**config.mk**
```make
export PLATFORM = sky130hd
export DESIGN_NAME = alu_operand_stage
export DESIGN_NICKNAME = d
export VERILOG_FILES = /design/src/rtl/alu_operand_stage.sv
export SDC_FILE = /design/constraint.sdc
export NUM_CORES = 1
export LEC_CHECK = 0
export BUFFER_PORTS_ARGS = -buffer_cell sky130_fd_sc_hd__buf_4
export CAP_MARGIN = 15
export CORE_AREA = 2 2 116 118
export DETAILED_ROUTE_END_ITERATION = 12
export DIE_AREA = 0 0 118 120
export MAX_ROUTING_LAYER = met4
export PLACE_DENSITY = 0.66
export SYNTH_ARGS = -nofsm -noshare
export SYNTH_HDL_FRONTEND = slang
export SYNTH_SLANG_ARGS = --single-unit
```
**constraint.sdc**
```tcl
create_clock -name clk -period 1.7 [get_ports clk]
set_input_delay 0.085 -clock clk [delete_from_list [all_inputs] [get_ports clk]]
set_output_delay 0.085 -clock clk [all_outputs]
set_load 0.05 [all_outputs]
```
**src/rtl/alu_operand_stage.sv**
```systemverilog
// alu_operand_stage
// -----------------
// Issue/operand stage that sits directly in front of the base ALU. It takes
// decoded instruction fields and selects each operand from a register, the
// PC or the immediate. It forwards results still in flight in MEM/WB, then
// captures everything into a single-entry valid/ready register. That
// register drives the ALU's SrcA/SrcB/ALUControl inputs and carries the
// destination tag toward writeback.
//
// Configuration macro: ALU_OPERAND_FWD_EN
//   defined   -> MEM/WB forwarding mux present, hazard tied to 0
//   undefined -> operands taken straight from the register file; the stage
//                stalls (in_ready = 0) while a used source register matches
//                an enabled MEM/WB destination
//
// Ports:
//   clk, rst_n                  clock, asynchronous active-low reset
//   in_valid / in_ready         upstream handshake
//   in_rs1_addr, in_rs2_addr    source register indices
//   in_rs1_data, in_rs2_data    register-file read data
//   in_imm, in_pc               immediate and instruction PC
//   in_srca_sel, in_srcb_sel    0 = register, 1 = PC / immediate
//   in_alu_ctrl                 00 ADD, 01 SUB, 10 AND, 11 OR
//   in_rd, in_rd_we             destination tag and write enable
//   mem_rd/mem_we/mem_result    MEM-stage writeback tag, enable, value
//   wb_rd/wb_we/wb_result       WB-stage writeback tag, enable, value
//   flush                       squash held entry and current input
//   out_valid / out_ready       downstream handshake
//   SrcA, SrcB, ALUControl      registered ALU operands and opcode
//   out_rd, out_rd_we           registered destination tag and enable

module alu_operand_stage #(
  parameter int XLEN = 32,
  parameter int RAW  = 5
) (
  input  logic            clk,
  input  logic            rst_n,
  input  logic            in_valid,
  output logic            in_ready,
  input  logic [RAW-1:0]  in_rs1_addr,
  input  logic [RAW-1:0]  in_rs2_addr,
  input  logic [XLEN-1:0] in_rs1_data,
  input  logic [XLEN-1:0] in_rs2_data,
  input  logic [XLEN-1:0] in_imm,
  input  logic [XLEN-1:0] in_pc,
  input  logic            in_srca_sel,
  input  logic            in_srcb_sel,
  input  logic [1:0]      in_alu_ctrl,
  input  logic [RAW-1:0]  in_rd,
  input  logic            in_rd_we,
  input  logic [RAW-1:0]  mem_rd,
  input  logic            mem_we,
  input  logic [XLEN-1:0] mem_result,
  input  logic [RAW-1:0]  wb_rd,
  input  logic            wb_we,
  input  logic [XLEN-1:0] wb_result,
  input  logic            flush,
  output logic            out_valid,
  input  logic            out_ready,
  output logic [XLEN-1:0] SrcA,
  output logic [XLEN-1:0] SrcB,
  output logic [1:0]      ALUControl,
  output logic [RAW-1:0]  out_rd,
  output logic            out_rd_we
);

  logic [XLEN-1:0] rs1_val;
  logic [XLEN-1:0] rs2_val;
  logic            hazard;
  logic            capture;
  logic [XLEN-1:0] srca_next;
  logic [XLEN-1:0] srcb_next;

  // A source register "matches" an in-flight producer when the producer is
  // writing and the index is nonzero; x0 is hardwired and never forwarded.
  logic mem_hit_rs1, mem_hit_rs2, wb_hit_rs1, wb_hit_rs2;

  assign mem_hit_rs1 = mem_we && (mem_rd == in_rs1_addr) && (in_rs1_addr != '0);
  assign mem_hit_rs2 = mem_we && (mem_rd == in_rs2_addr) && (in_rs2_addr != '0);
  assign wb_hit_rs1  = wb_we  && (wb_rd  == in_rs1_addr) && (in_rs1_addr != '0);
  assign wb_hit_rs2  = wb_we  && (wb_rd  == in_rs2_addr) && (in_rs2_addr != '0);

`ifdef ALU_OPERAND_FWD_EN
  // Forwarding mux: MEM is the younger result, so it wins over WB when both
  // stages target the same register. Forwarding removes every RAW stall.
  always_comb begin
    rs1_val = in_rs1_data;
    rs2_val = in_rs2_data;
    hazard  = 1'b0;
    if (mem_hit_rs1)     rs1_val = mem_result;
    else if (wb_hit_rs1) rs1_val = wb_result;
    if (mem_hit_rs2)     rs2_val = mem_result;
    else if (wb_hit_rs2) rs2_val = wb_result;
  end
`else
  // No forwarding: operands come straight from the register file. Any used
  // source that matches a pending writeback must wait. The hazard is not
  // qualified by in_valid, so in_ready drops even without an instruction.
  always_comb begin
    rs1_val = in_rs1_data;
    rs2_val = in_rs2_data;
    hazard  = (!in_srca_sel && (mem_hit_rs1 || wb_hit_rs1)) ||
              (!in_srcb_sel && (mem_hit_rs2 || wb_hit_rs2));
  end
`endif

  // Operand selection plus the handshake. A new entry may enter when the
  // register is empty or is being drained this cycle. A flush suppresses
  // any capture.
  always_comb begin
    srca_next = in_srca_sel ? in_pc  : rs1_val;
    srcb_next = in_srcb_sel ? in_imm : rs2_val;
    in_ready  = (!out_valid || out_ready) && !hazard;
    capture   = in_valid && in_ready && !flush;
  end

  // Single-entry pipeline register. Flush takes priority and empties it.
  // A capture reloads it, including when the entry drains in the same cycle.
  // Otherwise a drain just drops valid. While stalled, every output holds.
  always_ff @(posedge clk or negedge rst_n) begin
    if (!rst_n) begin
      out_valid  <= 1'b0;
      SrcA       <= '0;
      SrcB       <= '0;
      ALUControl <= 2'b00;
      out_rd     <= '0;
      out_rd_we  <= 1'b0;
    end else if (flush) begin
      out_valid  <= 1'b0;
    end else if (capture) begin
      out_valid  <= 1'b1;
      SrcA       <= srca_next;
      SrcB       <= srcb_next;
      ALUControl <= in_alu_ctrl;
      out_rd     <= in_rd;
      out_rd_we  <= in_rd_we && (in_rd != '0);
    end else if (out_ready) begin
      out_valid  <= 1'b0;
    end
  end

endmodule

```
==> results.toml, run 1 <==
[cells_and_area]
n_antenna_cell = 0
fillerInstances = 1148
final_net_count = 754
final_common_cell = "buf_4"
multiInputGateArea_um2 = 2100
mostFrequentLayoutCells = "buf_4 (250), dfrtp_1 (73), mux2_4 (69)"
layout.area.seq_um2 = 1830
finish.cell_count_without_fillers = 706
post_synthesis_to_final_layout_area_growth_pct = 57.3
drive_gt1_share_pct = 76.2

[clocking]
cts.sinks = 73
worst_skew_pair.late_latency_ns = 0.32
htree_num_levels = 3
postCtsResizedCells = 0
worst_setup_hold_path_clk_slew_ns = 0.06
cts-root-buf = "clkbuf_16"
cts-buffers-inserted = 9
cts_tree = "built"
cts-root-to-sink-buffers = 2

[place]
port-buffer-count = 238
post-place-cells = 683
final_replace_weighted_congestion = 0.841
detailed_placement_wirelength_estimate_mm = 8.33

[worst_setup_path]
timing.critical_path.required_ns = 1.91
path_common_cell = "buf_4"
worst-setup-path-type = "in2reg"
critical_path.startpoint_type = "primary input"
critical_path.reg2reg.startpoint = "out_valid"
critical_path_cell_with_the_highest_stage_delay = "mux2_4"
crit_buf_inv = 3
r2r-end = "SrcB[8]"
reg2reg_slack_ns = 0.29
crit_family = "buffers and inverters"
r2r.worst_path.cells = 5
endpoint_kind = "register"
critPathMaxStageDelay_ns = 0.31
path_max_fanout = 16
worstPathArrival_ns = 1.66
timing.critical_path.cells = "buf_4, xnor2_1, nand4_1, o22ai_1, a22oi_2, nand4b_1, buf_4, buf_12, mux2_4"

[global_route]
antenna_violations_before_repair = 0
globalRoute.totalOverflow = 0
grt_start_max_net_pins = 41
groute.usage.overall_pct = 15.5
grt_pass1_wl_mm = 17.0
vias_in_the_first_global_route = 3431

[route]
drcViolationCount = 0
wirelength_mm = 10.5
wire_per_inst_um = 14.8
drt_iter0_drc = 58
detailroute.via_count = 3055
avgViaCountPerCell = 4.33
detailedRoute.firstPassIterationCount = 4
detail-route-antenna-nets = 0

[logic_synthesis]
postSynthNetCount = 499
synth_async_sr_flop_share_pct = 100
synth_ff_type = "dfrtp_1"
syn_area_um2 = 4110
synth_largest_area_cell = "dfrtp_1"
synthSimpleGateAreaFrac_pct = 2.22
synthDistinctLibCells = 21
yosysSeqAreaShare_pct = 44.4
yosys.area.top_type_share_pct = 44.4
syn_avg_cell_area_um2 = 15.2
synth.mux.area_fraction_pct = 43.5
synth-edff-count = 0
ranking_of_synthesized_cells_by_area = "dfrtp_1 (44%), mux2_4 (25%), mux2_2 (18%), xnor2_1 (4.3%), buf_12 (3.4%)"
synth-seq-cells = 73
synthXorXnorAreaFrac_pct = 4.26
synth-compound-area-share_pct = 1.10
dominant_combinational_cell_family_by_area_after_synthesis = "multiplexers"
post_synth_fa_ha_maj_area_fraction_pct = 0
yosysWarningCount = 0
netlist_instances = 270

[power_and_ir_drop]
power_frac_comb_pct = 43.4
swShare_pct = 36.5
p_clk_share_pct = 25.9
vdd.ir_drop.worst_v = 0.000489
cellLeakagePower_nw = 3.24
total_switching_power_mw = 2.76
share_of_power_burned_in_registers_pct = 30.8
cell_internal_pwr_mw = 4.79
powerDensity_nw_per_um2 = 1170

[sta]
hold_ws_ns = 0.0213
final_hold_viol_count = 0
max_freq_ghz = 0.690
fin_skew_ns = 0.00589
setup_viol_count_final = 0
maxSlewHeadroom_pct = 69.9
final.period_utilization_pct = 85.2
period_needed_ns = 1.45
maxSlewViolCount = 0
grt_setup_unrepaired = "no"
tightest_slew_ns = 0.452

[die]
die-area_um2 = 14200
effective_utilization_at_floorplan_pct = 31.7
num_io_pins = 303
placementRows = 42
die_h_um = 120
die_width_um = 118
placeableCoreArea_um2 = 13000

[worst_hold_path]
min_to = "out_rd[3]"
hold_path_startpoint = "in_rd[3]"
whs_path_depth = 2
timing.hold.worst.class = "in2reg"

[status]
outcome = "complete, no violations"

[flow_run]
max_cap_viol_count = 0
synth_stat cells (all sizes together) (2+ instances only):
master  count
nand4       4
buf         8
dfrtp      73
nor3        2
mux2      135
xnor2      20
nand2       5
o22ai       2
a21oi       3
nor2        2
clkbuf      8
state kept, by name, indices dropped and copies added, names as in the netlist:
register    cells
SrcB           32
out_valid       1
out_rd          5
out_rd_we       1
ALUControl      2
SrcA           32
repair_timing:
item / CTS / global route
hold buffers: 7 / 0
endpoints found under the hold margin: 39 / 0
buffers inserted: 0 / 0
metal layers:
layer | global-route usage [%] | vias to the layer above | share of wire (%)
li1 | - | 1474 | -
met1 | 17.9 | 1436 | 40
met2 | 26.2 | 129 | 52
met3 | 3.18 | 16 | 5.7
met4 | 6.70 | 0 | 2.6
met5 | - | - | 0
final cells by class:
type / count / share of cell area, %
multi-input cells: 180 / 32.5
repair buffers: 260 / 31.0
flip-flops and latches: 73 / 28.2
clock buffers: 11 / 3.60
well taps: 176 / 3.40
clock inverters: 5 / 1.24
inverters: 1 / 0.0580
cell families (layout without fill, tap and decap cells):
family,Yosys count,in the layout
multiplexers,136,136
flip-flops,73,73
XOR/XNOR,20,20
AND/OR/NAND/NOR,17,17
buffers and inverters,17,277
AO/OA/AOI/OAI,7,7
power groups by stage:
stage          Sequential, mW  Combinational, mW  Clock (mW)
6_report                 2.32               3.27        1.95
5_1_grt                  2.37               3.41        2.11
4_1_cts                  2.33               3.31        2.03
3_5_place_dp             2.34               3.29           0
3_3_place_gp             2.34               3.26           0
2_1_floorplan            3.64              0.872           0
metrics by stage:
stage	utilization, %	setup TNS (ns)	power, mW	worst slack (ns)	instance area, um2
finish	49.9	0	7.55	0.251	6470
CTS	49.9	0	7.66	0.231	6470
floorplan	-	0	4.51	0.0617	4110
detailed placement	46.9	-4.68	5.63	-0.0986	6090
global route	49.9	0	7.89	0.110	6470
global placement	46.9	-6.34	5.60	-0.126	6090
worst max path at each step:
stage,startpoint,slack (ns),end,cells past startpoint
6_report,wb_rd[2],0.25,SrcB[8],9
3_5_place_dp,wb_rd[2],-0.1,SrcB[8],9
4_1_cts,wb_rd[2],0.23,SrcB[8],9
3_3_place_gp,wb_rd[3],-0.13,SrcB[8],9
2_1_floorplan,out_valid,0.06,ALUControl[0],5
5_1_grt,in_rs1_addr[3],0.11,SrcB[8],9
(Power assumes the default switching activity.)
==> run 2, diff against run 1 <==
HOLD_SLACK_MARGIN = 0.03   (was default)
==> run 2 against run 1 <==
Sequential power about the same; via count increased by 0.33%; clock skew about the same; die area unchanged; first-iteration DRC count decreased by 1.7%.
==> results.toml, run 2 (synthesized netlist as in run 1, its figures left out) <==
[cells_and_area]
fillerInstances = 1144
post_layout_utilization_of_the_core_pct = 50.2
multiInputGateArea_um2 = 2100
layout.area.seq_um2 = 1830
post_synthesis_to_final_layout_area_growth_pct = 58.3
fin_area_um2 = 6510
leading_registers_by_flop_count = "SrcA x32, SrcB x32, out_rd x5"
mostFrequentLayoutCells = "buf_4 (250), dfrtp_1 (73), mux2_4 (69)"
n_antenna_cell = 0
final_net_count = 758
drive_gt1_share_pct = 75.7
final_common_cell = "buf_4"

[clocking]
worst_skew_pair.late_latency_ns = 0.32
postCtsResizedCells = 0
cts-buffers-inserted = 9
cts_tree = "built"
cts.sinks = 73
cts-root-to-sink-buffers = 2
worst_setup_hold_path_clk_slew_ns = 0.06
htree_num_levels = 3
cts-root-buf = "clkbuf_16"

[status]
outcome = "complete, no violations"

[sta]
max_freq_ghz = 0.690
maxSlewHeadroom_pct = 70.1
final.period_utilization_pct = 85.3
fin_skew_ns = 0.00606
setup_viol_count_final = 0
final.setup.tns_ns = 0
final_hold_viol_count = 0
period_needed_ns = 1.45
grt_setup_unrepaired = "no"
tightest_slew_ns = 0.449
maxSlewViolCount = 0

[global_route]
antenna_violations_before_repair = 0
grt_start_max_net_pins = 41
globalRoute.totalOverflow = 0
grt_pass1_wl_mm = 17.0
groute.usage.overall_pct = 15.5
vias_in_the_first_global_route = 3437

[place]
detailed_placement_wirelength_estimate_mm = 8.33
final_replace_weighted_congestion = 0.841
dpl_cell_area_um2 = 6090
port-buffer-count = 238

[route]
drt_iter0_drc = 57
wirelength_mm = 10.5
detail-route-antenna-nets = 0
detailroute.via_count = 3065
avgViaCountPerCell = 4.32
detailedRoute.firstPassIterationCount = 4
wire_per_inst_um = 14.8
drcViolationCount = 0

[die]
placementRows = 42
effective_utilization_at_floorplan_pct = 31.7
die_h_um = 120
die_width_um = 118
die-area_um2 = 14200
num_io_pins = 303
placeableCoreArea_um2 = 13000

[power_and_ir_drop]
cellLeakagePower_nw = 3.25
vdd.ir_drop.worst_v = 0.000489
powerDensity_nw_per_um2 = 1160

[worst_setup_path]
endpoint_kind = "register"
worst-setup-path-type = "in2reg"
path_max_fanout = 16
timing.critical_path.required_ns = 1.91
critical_path.startpoint_type = "primary input"
worstPathArrival_ns = 1.66

[worst_hold_path]
timing.hold.worst.class = "in2reg"

[flow_run]
max_cap_viol_count = 0
## run 2: cell type report
type / instances / area share [%]
clock buffer: 11 / 3.57
clock inverter: 5 / 1.23
inverter: 1 / 0.0576
multi-input combinational: 180 / 32.3
sequential: 73 / 28.1
tap: 176 / 3.38
timing repair buffer: 264 / 31.4
## run 2: what timing repair did
item,4_1_cts,5_1_grt
buffers inserted,0,0
hold buffers,11,0
endpoints found under the hold margin,42,0
## run 2: through the flow
stage	std cells	hold WS (ns)	setup WS [ns]	total power, mW
floorplan	270	-0.211	0.0617	4.51
detailed placement	683	0.0653	-0.0986	5.63
global placement	683	0.0584	-0.126	5.60
CTS	710	0.106	0.231	7.67
finish	710	0.120	0.251	7.55
global route	710	0.116	0.107	7.90
## run 2: power breakdown
part	leakage (nW)	total, mW	internal [mW]	switching [mW]
sequential	0.858	2.32	2.11	0.212
clock	0.146	1.95	1.28	0.669
combinational	2.25	3.28	1.40	1.88
total	3.25	7.55	4.80	2.76
## run 2: final timing paths
kind                                     start       end  slack (ns)  cells after the start
worst min-delay path            in_rs1_data[3]   SrcA[3]        0.12                      3
worst min register to register        SrcA[14]  SrcA[14]        0.51                      1
max in group asynchronous                rst_n  SrcA[18]        0.87                      3
min in group asynchronous                rst_n  SrcB[20]        0.26                      2
worst max register to register       out_valid   SrcB[8]        0.29                      5
worst max-delay path                  wb_rd[2]   SrcB[8]        0.25                      9
## run 2: worst max-delay path: stages
cell and delay (ns):
buf_4 0.12, xnor2_1 0.16, nand4_1 0.13, o22ai_1 0.20, a22oi_2 0.12, nand4b_1 0.14, buf_4 0.19, buf_12 0.19
mux2_4 0.31
## run 2: per-layer routing
| metal | GRT usage (%) | share of wire (%) | up-vias |
|---|---|---|---|
| li1 | - | - | 1482 |
| met1 | 18.1 | 40 | 1437 |
| met2 | 26.1 | 52 | 130 |
| met3 | 3.18 | 5.8 | 16 |
| met4 | 6.70 | 2.6 | 0 |
| met5 | - | 0 | - |
==> run 3, diff against run 2 <==
==> constraint.sdc (replaced) <==
create_clock -name clk -period 1.7 [get_ports clk]
set_input_delay 0.34 -clock clk [delete_from_list [all_inputs] [get_ports clk]]
set_output_delay 0.34 -clock clk [all_outputs]
set_load 0.05 [all_outputs]
==> run 3 against run 2 <==
The run now ends with negative setup slack left; core utilization up 1.7 points; cell area up 3.5%; combinational power is 3% higher; largest power group unchanged; fmax is 19% lower; cell count fell by 0.42%; critical path type is now in2out; clock-buffer cell count down 1; first-iteration DRC count increased by 58%; flip-flop and latch count stayed put.
==> results.toml, run 3 (synthesized netlist as in run 1, its figures left out) <==
[status]
outcome = "finished with violations"
violations_in_the_final_reports = "negative setup slack"

[route]
avgViaCountPerCell = 4.46
detailedRoute.firstPassIterationCount = 4
wirelength_mm = 10.8
drt_iter0_drc = 90
detailroute.via_count = 3153
detail-route-antenna-nets = 0
wire_per_inst_um = 15.3
drcViolationCount = 0

[power_and_ir_drop]
cell_internal_pwr_mw = 4.89
cellLeakagePower_nw = 3.39
power_frac_comb_pct = 43.8
swShare_pct = 36.5
total_power_mw = 7.70
share_of_power_burned_in_registers_pct = 30.2
total_switching_power_mw = 2.81
vdd.ir_drop.worst_v = 0.000528
p_clk_share_pct = 25.9
powerDensity_nw_per_um2 = 1140

[place]
post-place-cells = 685
dpl_cell_area_um2 = 6160
place_ws_ns = -0.358
final_replace_weighted_congestion = 0.852
port-buffer-count = 238
detailed_placement_wirelength_estimate_mm = 8.26

[clocking]
cts_tree = "built"
worst_skew_pair.late_latency_ns = 0.32
worst_setup_hold_path_clk_slew_ns = 0.05
cts.sinks = 73
cts-buffers-inserted = 9
htree_num_levels = 3
cts-root-to-sink-buffers = 2
cts-root-buf = "clkbuf_16"

[worst_setup_path]
timing.critical_path.required_ns = 1.36
crit_family = "buffers and inverters"
worstPathArrival_ns = 1.45
critical_path_cell_with_the_highest_stage_delay = "xnor2_1"
timing.critical_path.cells = "buf_4, xnor2_1, nand4_1, o22ai_2, a22oi_2, buf_4, and2_4, buf_8"
path_max_fanout = 2
endpoint_kind = "output pin"
critPathMaxStageDelay_ns = 0.16
critical_path.startpoint_type = "primary input"
crit_buf_inv = 3
worst-setup-path-type = "in2out"
path_common_cell = "buf_4"

[sta]
hold_ws_ns = 0.173
maxSlewHeadroom_pct = 72.3
final_hold_viol_count = 0
grt_setup_unrepaired = "yes"
fin_skew_ns = 0.00770
maxSlewViolCount = 0
setup_viol_count_final = 2
max_freq_ghz = 0.558
period_needed_ns = 1.79
layout_setup_ws_ns = -0.0915
final.period_utilization_pct = 105
tightest_slew_ns = 0.415

[die]
placementRows = 42
die-area_um2 = 14200
effective_utilization_at_floorplan_pct = 31.7
num_io_pins = 303
placeableCoreArea_um2 = 13000
die_width_um = 118
die_h_um = 120

[cells_and_area]
final_net_count = 756
n_antenna_cell = 0
fin_area_um2 = 6740
leading_registers_by_flop_count = "SrcA x32, SrcB x32, out_rd x5"
fillerInstances = 1129
mostFrequentLayoutCells = "buf_4 (239), dfrtp_1 (73), mux2_4 (71)"
post_synthesis_to_final_layout_area_growth_pct = 63.8
drive_gt1_share_pct = 80.0
final_common_cell = "buf_4"
finish.cell_count_without_fillers = 707

[global_route]
antenna_violations_before_repair = 0
grt_start_max_net_pins = 38
grt_pass1_wl_mm = 17.5
globalRoute.totalOverflow = 0
groute.usage.overall_pct = 16.0
vias_in_the_first_global_route = 3470

[flow_run]
max_cap_viol_count = 0

[worst_hold_path]
timing.hold.worst.class = "in2reg"
-- run 3: cell types whose count changed in the layout (fill, tap and decap cells not counted), sizes merged --
cell         previous run  this run
dlygate4sd3            11         1
buf                   253       260
-- run 3: worst register-to-register path, cell delays in order (launching register included) --
cell and delay (ns):
dfrtp_1 0.38, nand2b_1 0.14, nand4b_1 0.13, buf_6 0.16, buf_12 0.15, buf_12 0.15
mux2_4 0.30
-- run 3: timing repair --
| item | in CTS | in global routing |
|---|---|---|
| endpoints found under the hold margin | 8 | 0 |
| resized for setup | 20 | 13 |
| hold buffers | 1 | 0 |
| pin swaps | 8 | 8 |
| setup endpoints to repair | 22 | 69 |
| buffers inserted | 2 | 1 |
| cloned | 2 | 1 |
-- run 3: metal layers --
layer,up-vias,global-route usage (%),routed length (um)
met4,0,4.37,132
met5,-,-,0
met3,10,4.52,699
met1,1523,19.2,4430
met2,134,26.5,5530
li1,1486,-,-
-- run 3: worst paths after layout --
check                           from         to  slack (ns)  depth (start not counted)
min                            flush  out_valid        0.17                          2
max                        mem_rd[0]   in_ready       -0.09                          8
max in group asynchronous      rst_n   SrcB[29]        0.68                          3
min in group asynchronous      rst_n   SrcA[11]        0.44                          2
min reg2reg                 SrcA[19]   SrcA[19]        0.51                          1
max reg2reg                out_valid   SrcB[17]        0.17                          6
-- run 3: layout make-up --
| type | count | area, um2 | area share, % |
|---|---|---|---|
| clock buffer | 10 | 239 | 3.55 |
| inverter | 1 | 3.75 | 0.0557 |
| clock inverter | 5 | 80.1 | 1.19 |
| multi-input combinational | 180 | 2200 | 32.6 |
| tap | 176 | 220 | 3.27 |
| timing repair buffer | 262 | 2170 | 32.2 |
| sequential | 73 | 1830 | 27.1 |
-- run 3: stage by stage --
stage	util [%]	setup TNS, ns
6_report	51.9	-0.0944
5_1_grt	51.9	-3.44
4_1_cts	51.1	-0.120
3_5_place_dp	47.4	-22.78
3_3_place_gp	47.4	-21.30
2_1_floorplan	-	0
-- run 3: power by group through the flow --
stage | Sequential [mW] | Clock [mW] | Combinational [mW]
global placement | 2.34 | 0 | 3.29
floorplan | 3.64 | 0 | 0.874
CTS | 2.33 | 2.08 | 3.37
detailed placement | 2.35 | 0 | 3.32
finish | 2.33 | 2.00 | 3.38
global route | 2.38 | 2.15 | 3.52
